## src/rtl/id_ex_stage_pkg.sv

```systemverilog
// ============================================================================
// Module   : id_ex_stage_pkg
// Purpose  : ALUOp encodings and control-bundle layout shared by decode,
//            the ID/EX boundary and execute.
// Revision : 1.0
// ============================================================================
`default_nettype none

package id_ex_stage_pkg;

  localparam logic [1:0] c_aluop_add    = 2'b00;  // loads/stores: address add
  localparam logic [1:0] c_aluop_branch = 2'b01;  // branch compare
  localparam logic [1:0] c_aluop_funct  = 2'b10;  // R/I-type, funct3/funct7 select

  localparam logic [4:0] c_reg_x0 = 5'd0;

  // Control bundle, MSB first. Execute unpacks fields by name.
  typedef struct packed {
    logic [1:0] alu_op;
    logic       alu_src;
    logic       branch;
    logic       mem_read;
    logic       mem_write;
    logic       reg_write;
    logic       mem_to_reg;
  } ctrl_t;

  localparam ctrl_t c_ctrl_nop = '0;

  // A slot that is not a real instruction must never carry side-effecting control.
  function automatic ctrl_t gate_ctrl(input ctrl_t c, input logic keep);
    return keep ? c : c_ctrl_nop;
  endfunction

endpackage

`default_nettype wire

```

## src/rtl/load_use_detect.sv

```systemverilog
// ============================================================================
// Module   : load_use_detect
// Purpose  : Flags an ID instruction that reads the destination of a load in EX.
// Revision : 1.0
// ============================================================================
`default_nettype none

module load_use_detect
  import id_ex_stage_pkg::*;
(
  input  logic       ex_valid,
  input  logic       ex_mem_read,
  input  logic [4:0] ex_rd,
  input  logic       id_valid,
  input  logic [4:0] id_rs1,
  input  logic [4:0] id_rs2,
  input  logic       id_use_rs1,
  input  logic       id_use_rs2,
  output logic       hazard
);

  logic w_rs1_dep;
  logic w_rs2_dep;

  assign w_rs1_dep = id_use_rs1 & (id_rs1 == ex_rd);
  assign w_rs2_dep = id_use_rs2 & (id_rs2 == ex_rd);

  // x0 is never written, so a load targeting it cannot create a dependency.
  assign hazard = ex_valid & ex_mem_read & (ex_rd != c_reg_x0) & id_valid
                & (w_rs1_dep | w_rs2_dep);

endmodule

`default_nettype wire

```

## src/rtl/id_ex_stage.sv

```systemverilog
// ============================================================================
// Module   : id_ex_stage
// Purpose  : ID/EX pipeline register with load-use bubble insertion, downstream
//            hold, branch flush and a saturating bubble counter.
// Revision : 1.0
// ============================================================================
`default_nettype none

module id_ex_stage
  import id_ex_stage_pkg::*;
#(
  parameter int width = 32,
  parameter int cntw  = 16
) (
  input  logic             clk,
  input  logic             rst,
  input  logic             id_valid,
  input  logic [width-1:0] id_pc,
  input  logic [width-1:0] id_rd1,
  input  logic [width-1:0] id_rd2,
  input  logic [width-1:0] id_imm,
  input  logic [4:0]       id_rs1,
  input  logic [4:0]       id_rs2,
  input  logic [4:0]       id_rd,
  input  logic             id_use_rs1,
  input  logic             id_use_rs2,
  input  logic [2:0]       id_funct3,
  input  logic             id_funct7,
  input  logic [1:0]       id_ALUOp,
  input  logic             id_ALUSrc,
  input  logic             id_Branch,
  input  logic             id_MemRead,
  input  logic             id_MemWrite,
  input  logic             id_RegWrite,
  input  logic             id_MemtoReg,
  input  logic             stall_in,
  input  logic             flush,
  output logic             ex_valid,
  output logic [width-1:0] ex_pc,
  output logic [width-1:0] ex_rd1,
  output logic [width-1:0] ex_rd2,
  output logic [width-1:0] ex_imm,
  output logic [4:0]       ex_rs1,
  output logic [4:0]       ex_rs2,
  output logic [4:0]       ex_rd,
  output logic             ex_use_rs1,
  output logic             ex_use_rs2,
  output logic [2:0]       ex_funct3,
  output logic             ex_funct7,
  output logic [1:0]       ex_ALUOp,
  output logic             ex_ALUSrc,
  output logic             ex_Branch,
  output logic             ex_MemRead,
  output logic             ex_MemWrite,
  output logic             ex_RegWrite,
  output logic             ex_MemtoReg,
  output logic             stall_id,
  output logic [cntw-1:0]  bubble_cnt
);

  localparam int c_data_w = 4 * width + 21;

  logic                r_valid;
  ctrl_t               r_ctrl;
  logic [c_data_w-1:0] r_data;
  logic [cntw-1:0]     r_bubble_cnt;

  ctrl_t               w_id_ctrl;
  logic [c_data_w-1:0] w_id_data;
  logic                w_hazard;
  logic                w_bubble;

  assign w_id_ctrl = '{alu_op:     id_ALUOp,
                       alu_src:    id_ALUSrc,
                       branch:     id_Branch,
                       mem_read:   id_MemRead,
                       mem_write:  id_MemWrite,
                       reg_write:  id_RegWrite,
                       mem_to_reg: id_MemtoReg};

  assign w_id_data = {id_pc, id_rd1, id_rd2, id_imm, id_rs1, id_rs2, id_rd,
                      id_use_rs1, id_use_rs2, id_funct3, id_funct7};

  load_use_detect u_load_use_detect (
    .ex_valid    (r_valid),
    .ex_mem_read (r_ctrl.mem_read),
    .ex_rd       (ex_rd),
    .id_valid    (id_valid),
    .id_rs1      (id_rs1),
    .id_rs2      (id_rs2),
    .id_use_rs1  (id_use_rs1),
    .id_use_rs2  (id_use_rs2),
    .hazard      (w_hazard)
  );

  // Flush outranks both holds; a held hazard is not counted until it is acted on.
  assign stall_id = (w_hazard | stall_in) & ~flush;
  assign w_bubble = w_hazard & ~stall_in & ~flush;

  always_ff @(posedge clk) begin
    if (rst) begin
      r_valid <= 1'b0;
      r_ctrl  <= c_ctrl_nop;
      r_data  <= '0;
    end else if (flush || w_bubble) begin
      r_valid <= 1'b0;
      r_ctrl  <= c_ctrl_nop;
      r_data  <= '0;
    end else if (!stall_in) begin
      r_valid <= id_valid;
      r_ctrl  <= gate_ctrl(w_id_ctrl, id_valid);
      r_data  <= w_id_data;
    end
  end

  always_ff @(posedge clk) begin
    if (rst) begin
      r_bubble_cnt <= '0;
    end else if (w_bubble && !(&r_bubble_cnt)) begin
      r_bubble_cnt <= r_bubble_cnt + 1'b1;
    end
  end

  assign ex_valid = r_valid;
  assign {ex_pc, ex_rd1, ex_rd2, ex_imm, ex_rs1, ex_rs2, ex_rd,
          ex_use_rs1, ex_use_rs2, ex_funct3, ex_funct7} = r_data;

  assign ex_ALUOp    = r_ctrl.alu_op;
  assign ex_ALUSrc   = r_ctrl.alu_src;
  assign ex_Branch   = r_ctrl.branch;
  assign ex_MemRead  = r_ctrl.mem_read;
  assign ex_MemWrite = r_ctrl.mem_write;
  assign ex_RegWrite = r_ctrl.reg_write;
  assign ex_MemtoReg = r_ctrl.mem_to_reg;

  assign bubble_cnt = r_bubble_cnt;

endmodule

`default_nettype wire

```

## config.mk

```make
export PLATFORM = sky130hd
export DESIGN_NAME = id_ex_stage
export DESIGN_NICKNAME = d
export VERILOG_FILES = /design/src/rtl/id_ex_stage_pkg.sv /design/src/rtl/load_use_detect.sv /design/src/rtl/id_ex_stage.sv
export SDC_FILE = /design/constraint.sdc
export NUM_CORES = 1
export LEC_CHECK = 0
export BUFFER_PORTS_ARGS = -buffer_cell sky130_fd_sc_hd__buf_2
export CORE_AREA = 2 2 131 133
export CTS_CLUSTER_DIAMETER = 120
export DETAILED_ROUTE_END_ITERATION = 6
export DIE_AREA = 0 0 133 135
export PLACE_DENSITY_LB_ADDON = 0.15
export SYNTH_ARGS = -nofsm -noshare
export SYNTH_HDL_FRONTEND = slang
export SYNTH_SLANG_ARGS = --single-unit
```

## constraint.sdc

```tcl
create_clock -name clk -period 6.1 [get_ports clk]
set_input_delay 1.22 -clock clk [delete_from_list [all_inputs] [get_ports clk]]
set_output_delay 1.22 -clock clk [all_outputs]
set_load 0.02 [all_outputs]
```

==> results of run 1 <==
sequential cells by signal (all words and copies together), names as in the netlist:
register / flops
ex_ALUSrc: 1
ex_ALUOp: 2
ex_MemRead: 1
ex_RegWrite: 1
bubble_cnt: 16
ex_Branch: 1
ex_MemWrite: 1
ex_valid: 1
r_data: 149
ex_MemtoReg: 1
power by group through the flow:
stage               clock [mW]  sequential [mW]  combinational, mW
finish                    1.07             1.19              0.269
global placement             0             1.21              0.271
CTS                       1.11             1.19              0.273
detailed placement           0             1.21              0.272
floorplan                    0             1.25              0.123
global route              1.15             1.19              0.292
worst max-delay path, stage by stage:
cell and delay (ns):
buf_2 0.10, xor2_1 0.24, nor4_4 0.10, a32oi_4 0.67
nor3b_1 0.12, o21ba_2 0.22, buf_2 0.15
how the worst max path moves through the flow:
stage	cells after the start	end	start	slack, ns
2_1_floorplan	6	stall_id	id_rs2[4]	2.43
3_3_place_gp	7	stall_id	id_rs2[4]	2.07
3_5_place_dp	7	stall_id	id_rs2[4]	2.03
4_1_cts	7	stall_id	id_rs2[4]	2.04
5_1_grt	7	stall_id	id_rs2[3]	1.92
6_report	7	stall_id	id_rs2[4]	2.04
metal layers:
| metal | vias to the layer above | part of all wire (%) |
|---|---|---|
| met5 | - | 0 |
| met4 | 0 | 2.3 |
| met3 | 31 | 9.6 |
| met2 | 248 | 48 |
| met1 | 2516 | 40 |
| li1 | 2833 | - |
final cells by class:
class | instances | area, sq um
Fill cell | 1523 | 7390
Sequential cell | 174 | 3480
Multi-Input combinational cell | 422 | 2940
Timing Repair Buffer | 339 | 1710
Clock buffer | 22 | 494
Tap cell | 220 | 275
Clock inverter | 10 | 101
Inverter | 5 | 18.8
cell usage after synthesis (all sizes together):
| cell type | n | area [sq um] |
|---|---|---|
| dfxtp | 174 | 3480 |
| nor2 | 169 | 634 |
| mux2i | 150 | 1500 |
| clkbuf | 22 | 82.6 |
| buf | 19 | 104 |
| a21oi | 11 | 55.1 |
| o31ai | 10 | 88.8 |
| or4 | 10 | 78.8 |
| a22oi | 8 | 60.1 |
| nand2 | 8 | 30.0 |
| xor2 | 8 | 70.1 |
| nand3 | 7 | 35.0 |
| nor2b | 6 | 37.5 |
| nor4 | 6 | 58.8 |
| inv | 5 | 18.8 |
| mux2 | 5 | 56.3 |
| nand4 | 5 | 31.3 |
| nand2b | 3 | 26.3 |
| o21ai | 2 | 13.8 |
| or3 | 2 | 12.5 |
| xnor2 | 2 | 17.5 |
| a211oi | 1 | 20.0 |
| a32oi | 1 | 27.5 |
| and2 | 1 | 6.26 |
| and3 | 1 | 6.26 |
| ha | 1 | 12.5 |
| nand4b | 1 | 23.8 |
| nor3 | 1 | 5.00 |
| nor3b | 1 | 7.51 |
| nor4b | 1 | 8.76 |
| o21ba | 1 | 10.0 |
metrics by stage:
step           setup slack [ns]  instances  area (sq um)  hold WS [ns]  total power, mW
4_1_cts                    2.04       1192          9020         0.494             2.57
6_report                   2.04       1192          9020         0.487             2.53
3_5_place_dp               2.03       1160          8430         0.479             1.49
3_3_place_gp               2.07       1160          8430         0.470             1.48
2_1_floorplan              2.43        642          6620         0.563             1.38
5_1_grt                    1.92       1192          9020         0.513             2.63
cell families (layout without fill, tap and decap cells):
family	Yosys count	after routing
and+or+nand+nor	222	222
DFF	174	174
muxes	155	155
buffers and inverters	46	376
AOI/OAI and AO/OA	34	34
xor gates and xnor gates	10	10
adders and majority gates	1	1
==> impl_metrics.yaml, run 1 <==
setup_path:
  arrival_ns: 2.84
  worstReg2RegEnd: "r_data[108]$_SDFFE_PP0N_"
  reg2regPathDepth: 6
  critPathCaptureType: "primary output"
  startpoint_type: "input port"
  rrSetupSlack_ns: 3.25
  regToRegStartpoint: "r_data[10]$_SDFFE_PP0N_"
  cp_max_fo: 27
  worst-setup-path-type: "input port to primary output"
  required_ns: 4.88
sta:
  rsz0062_at_grt: "no"
  setup-violations-final: 0
  slew_headroom_pct: 29.7
  worst_pin_slew_ns: 1.05
  final-hold-violation-count: 0
  max_freq_mhz: 246
  period_share_pct: 66.6
  tns_ns: 0
  finalMaxSlewViolations: 0
  period_minus_slack_ns: 4.06
  skew_ns: 0.00924
synthesis:
  yosysUniqueCellTypes: 40
  synth_top_family_by_area: "multiplexers"
  synth-xor-area-share_pct: 1.32
  yosysSeqAreaShare_pct: 52.6
  syn_area_per_cell_sq_um: 10.3
  synthMuxAreaShare_pct: 23.5
  syn_nets: 805
  synthAdderAreaFrac_pct: 0.189
  synth.ff_latch_count: 174
  synth_cells: 642
  synth_compound_area_share_pct: 4.16
  ys_warn_count: 0
  yosys.area_share.simple_pct: 15.1
  synth_area_sq_mm: 0.00662
route:
  wire_per_inst_um: 15.4
  antenna_left: 0
  vias_per_cell: 4.72
  first_iter_violations: 260
  drcViolationCount: 0
  wl_um: 18400
  drtPass1Iterations: 5
  via_count: 5628
floorplan:
  coreArea_sq_mm: 0.0164
  die_w_um: 133
  pin_count: 337
  die_y_um: 135
  row_count: 47
  fp.dieArea_sq_mm: 0.0180
  start_util_pct: 40.4
clocking:
  clock_sinks: 174
  clk_pin_slew_worst_paths_ns: 0.06
  insertion_delay_ns: 0.42
  cts_max_level: 4
  cts_resized: 0
  cts_max_path_buffers: 2
  ctsHoldBuffers: 0
  cts_setup_buffers: 0
  numCtsBuffers: 17
  cts_tree: "yes"
  root_buffer: "clkbuf_16"
cells_and_area:
  layout_commonest_cell: "buf_2"
  antenna_cells: 0
  final_core_util_pct: 55.0
  area.growth.synth_to_final_pct: 36.2
  fin_nets: 1122
  drive_gt1_share_pct: 39.7
  layout_common_cells: "buf_2, dfxtp_1, nor2_1"
pwr:
  pwr-share-clk_pct: 42.4
  p_leak_nw: 4.61
  vdd_ir_drop_max_mv: 0.176
  p_per_area_mw_per_mm2: 281
  pwr-share-comb_pct: 10.6
  switchingPower_uw: 620
  p_sw_share_pct: 24.5
  intPower_mw: 1.91
  power_frac_seq_pct: 46.9
global_routing:
  grt_use_met3_pct: 7.09
  gr-total-overflow: 0
  grt_pass1_wl_um: 28000
  gr-max-usage-layer: "met2"
  grt_pass1_vias: 5431
  grt_start_max_net_pins: 101
  grt_usage_pct: 19.7
  antenna_found_initial: 0
  use_met1_pct: 22.6
  use_met2_pct: 33.2
placed_design:
  place_congestion: 0.804
  port_buffers: 336
  hpwl_um: 13400
hold_path:
  holdCritStartpoint: "r_data[138]$_SDFFE_PP0N_"
  holdPathEnd: "r_data[138]$_SDFFE_PP0N_"
  hp-class: "flop to flop"
  hold_depth: 2
outcome:
  status: "finished, final reports clean"
flow_run:
  cap_violations: 0
Note: power is estimated with default switching activity, not from simulation.
==> run 2: changes to the inputs <==
CORE_AREA = unset   (was 2 2 131 133)
CORE_MARGIN = 2   (was unset)
CORE_UTILIZATION = 41   (was unset)
DIE_AREA = unset   (was 0 0 133 135)
clock period = 3.3 ns   (was 6.1 ns; I/O delays follow)
==> impl_metrics.yaml, run 2 (synthesis results as in run 1) <==
cells_and_area:
  largest_reg_flops: 149
  layout_common_cells: "buf_2, dfxtp_1, nor2_1"
  layout_commonest_cell: "buf_2"
  top_register: "r_data"
  area.growth.synth_to_final_pct: 36.8
  fin_nets: 1127
  drive_gt1_share_pct: 39.8
  nFillCells: 1439
  design_area_sq_mm: 0.00906
global_routing:
  grt_usage_pct: 20.4
  grt_pass1_vias: 5282
  antenna_found_initial: 3
  grt_pass1_wl_um: 28100
  gr-total-overflow: 0
  grt_start_max_net_pins: 66
setup_path:
  startpoint: "r_data[7]$_SDFFE_PP0N_"
  slowest_stage: "nor4_1"
  critPathBufInv: 1
  worst-setup-path-type: "flop to primary output"
  startpoint_type: "flop"
  cp_top_family: "simple AND/OR/NAND/NOR gates"
  required_ns: 2.64
  regToRegStartpoint: "r_data[10]$_SDFFE_PP0N_"
  max_stage_delay_ns: 0.68
  critPathCaptureType: "primary output"
  crit_path_cell_trace: "nor4_1 -> nand2_1 -> nand3_1 -> nor3b_1 -> o21ba_2 -> buf_2"
  arrival_ns: 2.22
  cp_max_fo: 5
placed_design:
  hpwl_um: 13000
  port_buffers: 336
  placed_cell_area_sq_mm: 0.00850
  place_congestion: 0.799
sta:
  final-hold-violation-count: 0
  rsz0062_at_grt: "no"
  tns_ns: 0
  period_minus_slack_ns: 2.88
  period_share_pct: 87.2
  setup-violations-final: 0
  skew_ns: 0.0120
  worst_pin_slew_ns: 1.10
  max_freq_mhz: 347
  finalMaxSlewViolations: 0
  slew_headroom_pct: 26.9
clocking:
  numCtsBuffers: 17
  ctsHoldBuffers: 0
  cts_setup_buffers: 0
  cts_tree: "yes"
  insertion_delay_ns: 0.42
  cts_max_path_buffers: 2
  clk_pin_slew_worst_paths_ns: 0.07
  cts_max_level: 4
  root_buffer: "clkbuf_16"
  cts_resized: 0
  clock_sinks: 174
route:
  first_iter_violations: 255
  vias_per_cell: 4.66
  wire_per_inst_um: 14.8
  drcViolationCount: 0
  wl_um: 17700
  via_count: 5577
  antenna_left: 0
  drtPass1Iterations: 6
pwr:
  vdd_ir_drop_max_mv: 0.313
  p_per_area_mw_per_mm2: 507
  p_leak_nw: 4.63
hold_path:
  hp-class: "input port to flop"
  holdCritStartpoint: "id_imm[2]"
floorplan:
  die_y_um: 131
  start_util_pct: 41.8
  row_count: 46
  die_w_um: 131
  coreArea_sq_mm: 0.0158
  fp.dieArea_sq_mm: 0.0172
  pin_count: 337
outcome:
  status: "finished, final reports clean"
flow_run:
  cap_violations: 0
-- run 2: cell types whose count changed in the layout (fill, tap and decap cells not counted), sizes merged --
| cell | previous run | this run |
|---|---|---|
| buf | 338 | 343 |
| clkbuf | 23 | 21 |
| clkinv | 3 | 5 |
| clkinvlp | 2 | 3 |
| diode | 0 | 3 |
| inv | 9 | 8 |
-- run 2: layout make-up --
| class | count | area, sq um | share of cell area [%] |
|---|---|---|---|
| Clock inverter | 12 | 111 | 1.23 |
| Sequential cell | 174 | 3480 | 38.4 |
| Tap cell | 216 | 270 | 2.98 |
| Clock buffer | 20 | 447 | 4.93 |
| Multi-Input combinational cell | 422 | 2940 | 32.4 |
| Inverter | 5 | 18.8 | 0.207 |
| Timing Repair Buffer | 344 | 1790 | 19.7 |
| Antenna cell | 3 | 7.51 | 0.0829 |
-- run 2: power by group --
part	switching [mW]	internal (mW)	leakage, nW	total [mW]
Clock	0.828	1.06	0.267	1.89
Combinational	0.282	0.225	2.94	0.507
Sequential	0.0326	2.16	1.42	2.19
-- run 2: per-layer routing --
metal / vias up / wire length (um) / track usage (%)
met5: - / 0 / 0
met4: 0 / 415 / 9.06
met3: 25 / 1430 / 6.87
met2: 229 / 8400 / 33.5
met1: 2485 / 7470 / 24.3
li1: 2838 / - / -
-- run 2: worst register-to-register path: cells and delay by family, from the launching register on --
family                    cells  cell delay, ns
DFF                           1            0.47
xor gates and xnor gates      1            0.15
buffers and inverters         2            0.54
and+or+nand+nor               2            0.49
AOI/OAI and AO/OA             2            0.61
-- run 2: path summary, 6_finish.rpt --
kind	slack (ns)	to	cells past startpoint
worst max register to register	0.94	r_data[62]$_SDFFE_PP0N_	7
worst min-delay path	0.46	r_data[23]$_SDFFE_PP0N_	3
worst max-delay path	0.42	stall_id	6
worst min register to register	0.49	r_data[122]$_SDFFE_PP0N_	2
-- run 2: per-stage QoR --
step / instances / worst slack (ns) / power (mW) / hold WS, ns / utilization, %
final: 1196 / 0.422 / 4.59 / 0.462 / 57.2
after global routing: 1196 / 0.315 / 4.80 / 0.453 / 57.2
after CTS: 1193 / 0.360 / 4.66 / 0.440 / 57.2
after detailed placement: 1161 / 0.580 / 2.75 / 0.478 / 53.7
after global placement: 1161 / 0.608 / 2.75 / 0.469 / 53.7
after floorplan: 642 / 0.753 / 2.54 / 0.563 / -
==> run 3: changes to the inputs <==
CORE_MARGIN = 3   (was 2)
clock period = 2.6 ns   (was 3.3 ns; I/O delays follow)
==> impl_metrics.yaml, run 3 (synthesis results as in run 1) <==
sta:
  finalMaxSlewViolations: 0
  setup_ws_ns: 0.155
  slew_headroom_pct: 35.8
  rsz0062_at_grt: "no"
  period_minus_slack_ns: 2.44
  setup-violations-final: 0
  final-hold-violation-count: 0
  tns_ns: 0
  skew_ns: 0.00847
  worst_pin_slew_ns: 0.962
  period_share_pct: 94.0
  max_freq_mhz: 409
global_routing:
  grt_usage_pct: 19.9
  gr-total-overflow: 0
  grt_pass1_wl_um: 28400
  grt_start_max_net_pins: 99
  antenna_found_initial: 4
  grt_pass1_vias: 5446
clocking:
  clk_pin_slew_worst_paths_ns: 0.06
  cts_tree: "yes"
  root_buffer: "clkbuf_16"
  insertion_delay_ns: 0.42
  cts_max_path_buffers: 2
  cts_max_level: 4
  numCtsBuffers: 17
  clock_sinks: 174
  ctsHoldBuffers: 0
setup_path:
  slowest_stage: "dfxtp_4"
  required_ns: 2.08
  worst-setup-path-type: "flop to primary output"
  startpoint_type: "flop"
  arrival_ns: 1.92
  crit_path_cell_trace: "xor2_1 -> nor4_4 -> a32oi_4 -> nor3b_2 -> o21ba_2 -> buf_4"
  cp_top_family: "simple AND/OR/NAND/NOR gates"
  cp_max_fo: 5
  critPathCaptureType: "primary output"
  max_stage_delay_ns: 0.38
  critPathBufInv: 1
outcome:
  status: "finished, final reports clean"
placed_design:
  dp_cells: 1157
  place_congestion: 0.801
  place_ws_ns: 0.169
  port_buffers: 336
  hpwl_um: 13700
cells_and_area:
  nFillCells: 1387
  layout_commonest_cell: "buf_2"
  finalNonFillerCells: 1193
  drive_gt1_share_pct: 40.5
  largest_reg_flops: 149
  fin_nets: 1129
  top_register: "r_data"
  layout_common_cells: "buf_2, dfxtp_1, nor2_1"
  area.growth.synth_to_final_pct: 37.8
flow_run:
  cap_violations: 0
pwr:
  p_per_area_mw_per_mm2: 647
  vdd_ir_drop_max_mv: 0.392
  p_leak_nw: 4.66
route:
  antenna_left: 0
  wire_per_inst_um: 15.4
  via_count: 5621
  drtPass1Iterations: 6
  first_iter_violations: 259
  wl_um: 18400
  drcViolationCount: 0
  vias_per_cell: 4.71
floorplan:
  die_w_um: 133
  row_count: 45
  pin_count: 337
  start_util_pct: 42.8
  coreArea_sq_mm: 0.0155
  fp.dieArea_sq_mm: 0.0177
  die_y_um: 133
hold_path:
  hp-class: "input port to flop"
run 3: changes by cell type in the layout (fill, tap and decap cells not counted), sizes merged:
cell and delta:
clkinvlp -2, clkinv -2, diode +1, clkbuf +4, inv -1, buf +2
run 3: layer usage:
layer	up-vias	routed length, um	GRT usage (%)
met5	-	0	0
met4	0	469	9.31
met2	215	8960	33.7
met3	27	1510	6.72
met1	2539	7430	22.7
li1	2840	-	-
run 3: area by class of cell:
type | count | area [sq um] | share of cell area, %
Tap cell | 211 | 264 | 2.89
Multi-Input combinational cell | 422 | 2950 | 32.3
Clock inverter | 7 | 77.6 | 0.850
Sequential cell | 174 | 3490 | 38.2
Clock buffer | 24 | 502 | 5.50
Inverter | 5 | 18.8 | 0.206
Timing Repair Buffer | 346 | 1820 | 19.9
Antenna cell | 4 | 10.0 | 0.110
run 3: metrics by stage:
| stage | cell area (sq um) | hold WS [ns] | utilization (%) | total power, mW |
|---|---|---|---|---|
| floorplan | 6620 | 0.563 | - | 3.23 |
| global placement | 8510 | 0.468 | 55.0 | 3.49 |
| detailed placement | 8510 | 0.479 | 55.0 | 3.50 |
| CTS | 9110 | 0.308 | 58.8 | 5.98 |
| global route | 9130 | 0.321 | 58.9 | 6.16 |
| finish | 9130 | 0.333 | 58.9 | 5.91 |
run 3: power breakdown:
part	switching, mW	internal, mW	total (mW)
Combinational	0.358	0.289	0.647
Sequential	0.0422	2.74	2.79
Clock	1.02	1.45	2.47
Total	1.42	4.48	5.91
run 3: repair_timing:
item / CTS / global route
buffers inserted: 1 / 0
gates cloned: 0 / 0
resized for setup: 5 / 3
setup endpoints to repair: 1 / 1
pin swaps: 2 / 3
run 3: path summary, 6_finish.rpt:
path,startpoint,to,slack (ns),cells past startpoint
worst max-delay path,r_data[10]$_SDFFE_PP0N_,stall_id,0.16,6
worst max register to register,r_data[10]$_SDFFE_PP0N_,bubble_cnt[3]$_SDFFE_PP0P_,0.34,7
worst min-delay path,id_funct3[2],r_data[3]$_SDFFE_PP0N_,0.33,3
worst min register to register,r_data[71]$_SDFFE_PP0N_,r_data[71]$_SDFFE_PP0N_,0.49,2
run 3: tightest hold or removal path, stage by stage:
cell	delay, ns
buf_2	0.07
mux2i_1	0.05
nor2_1	0.07
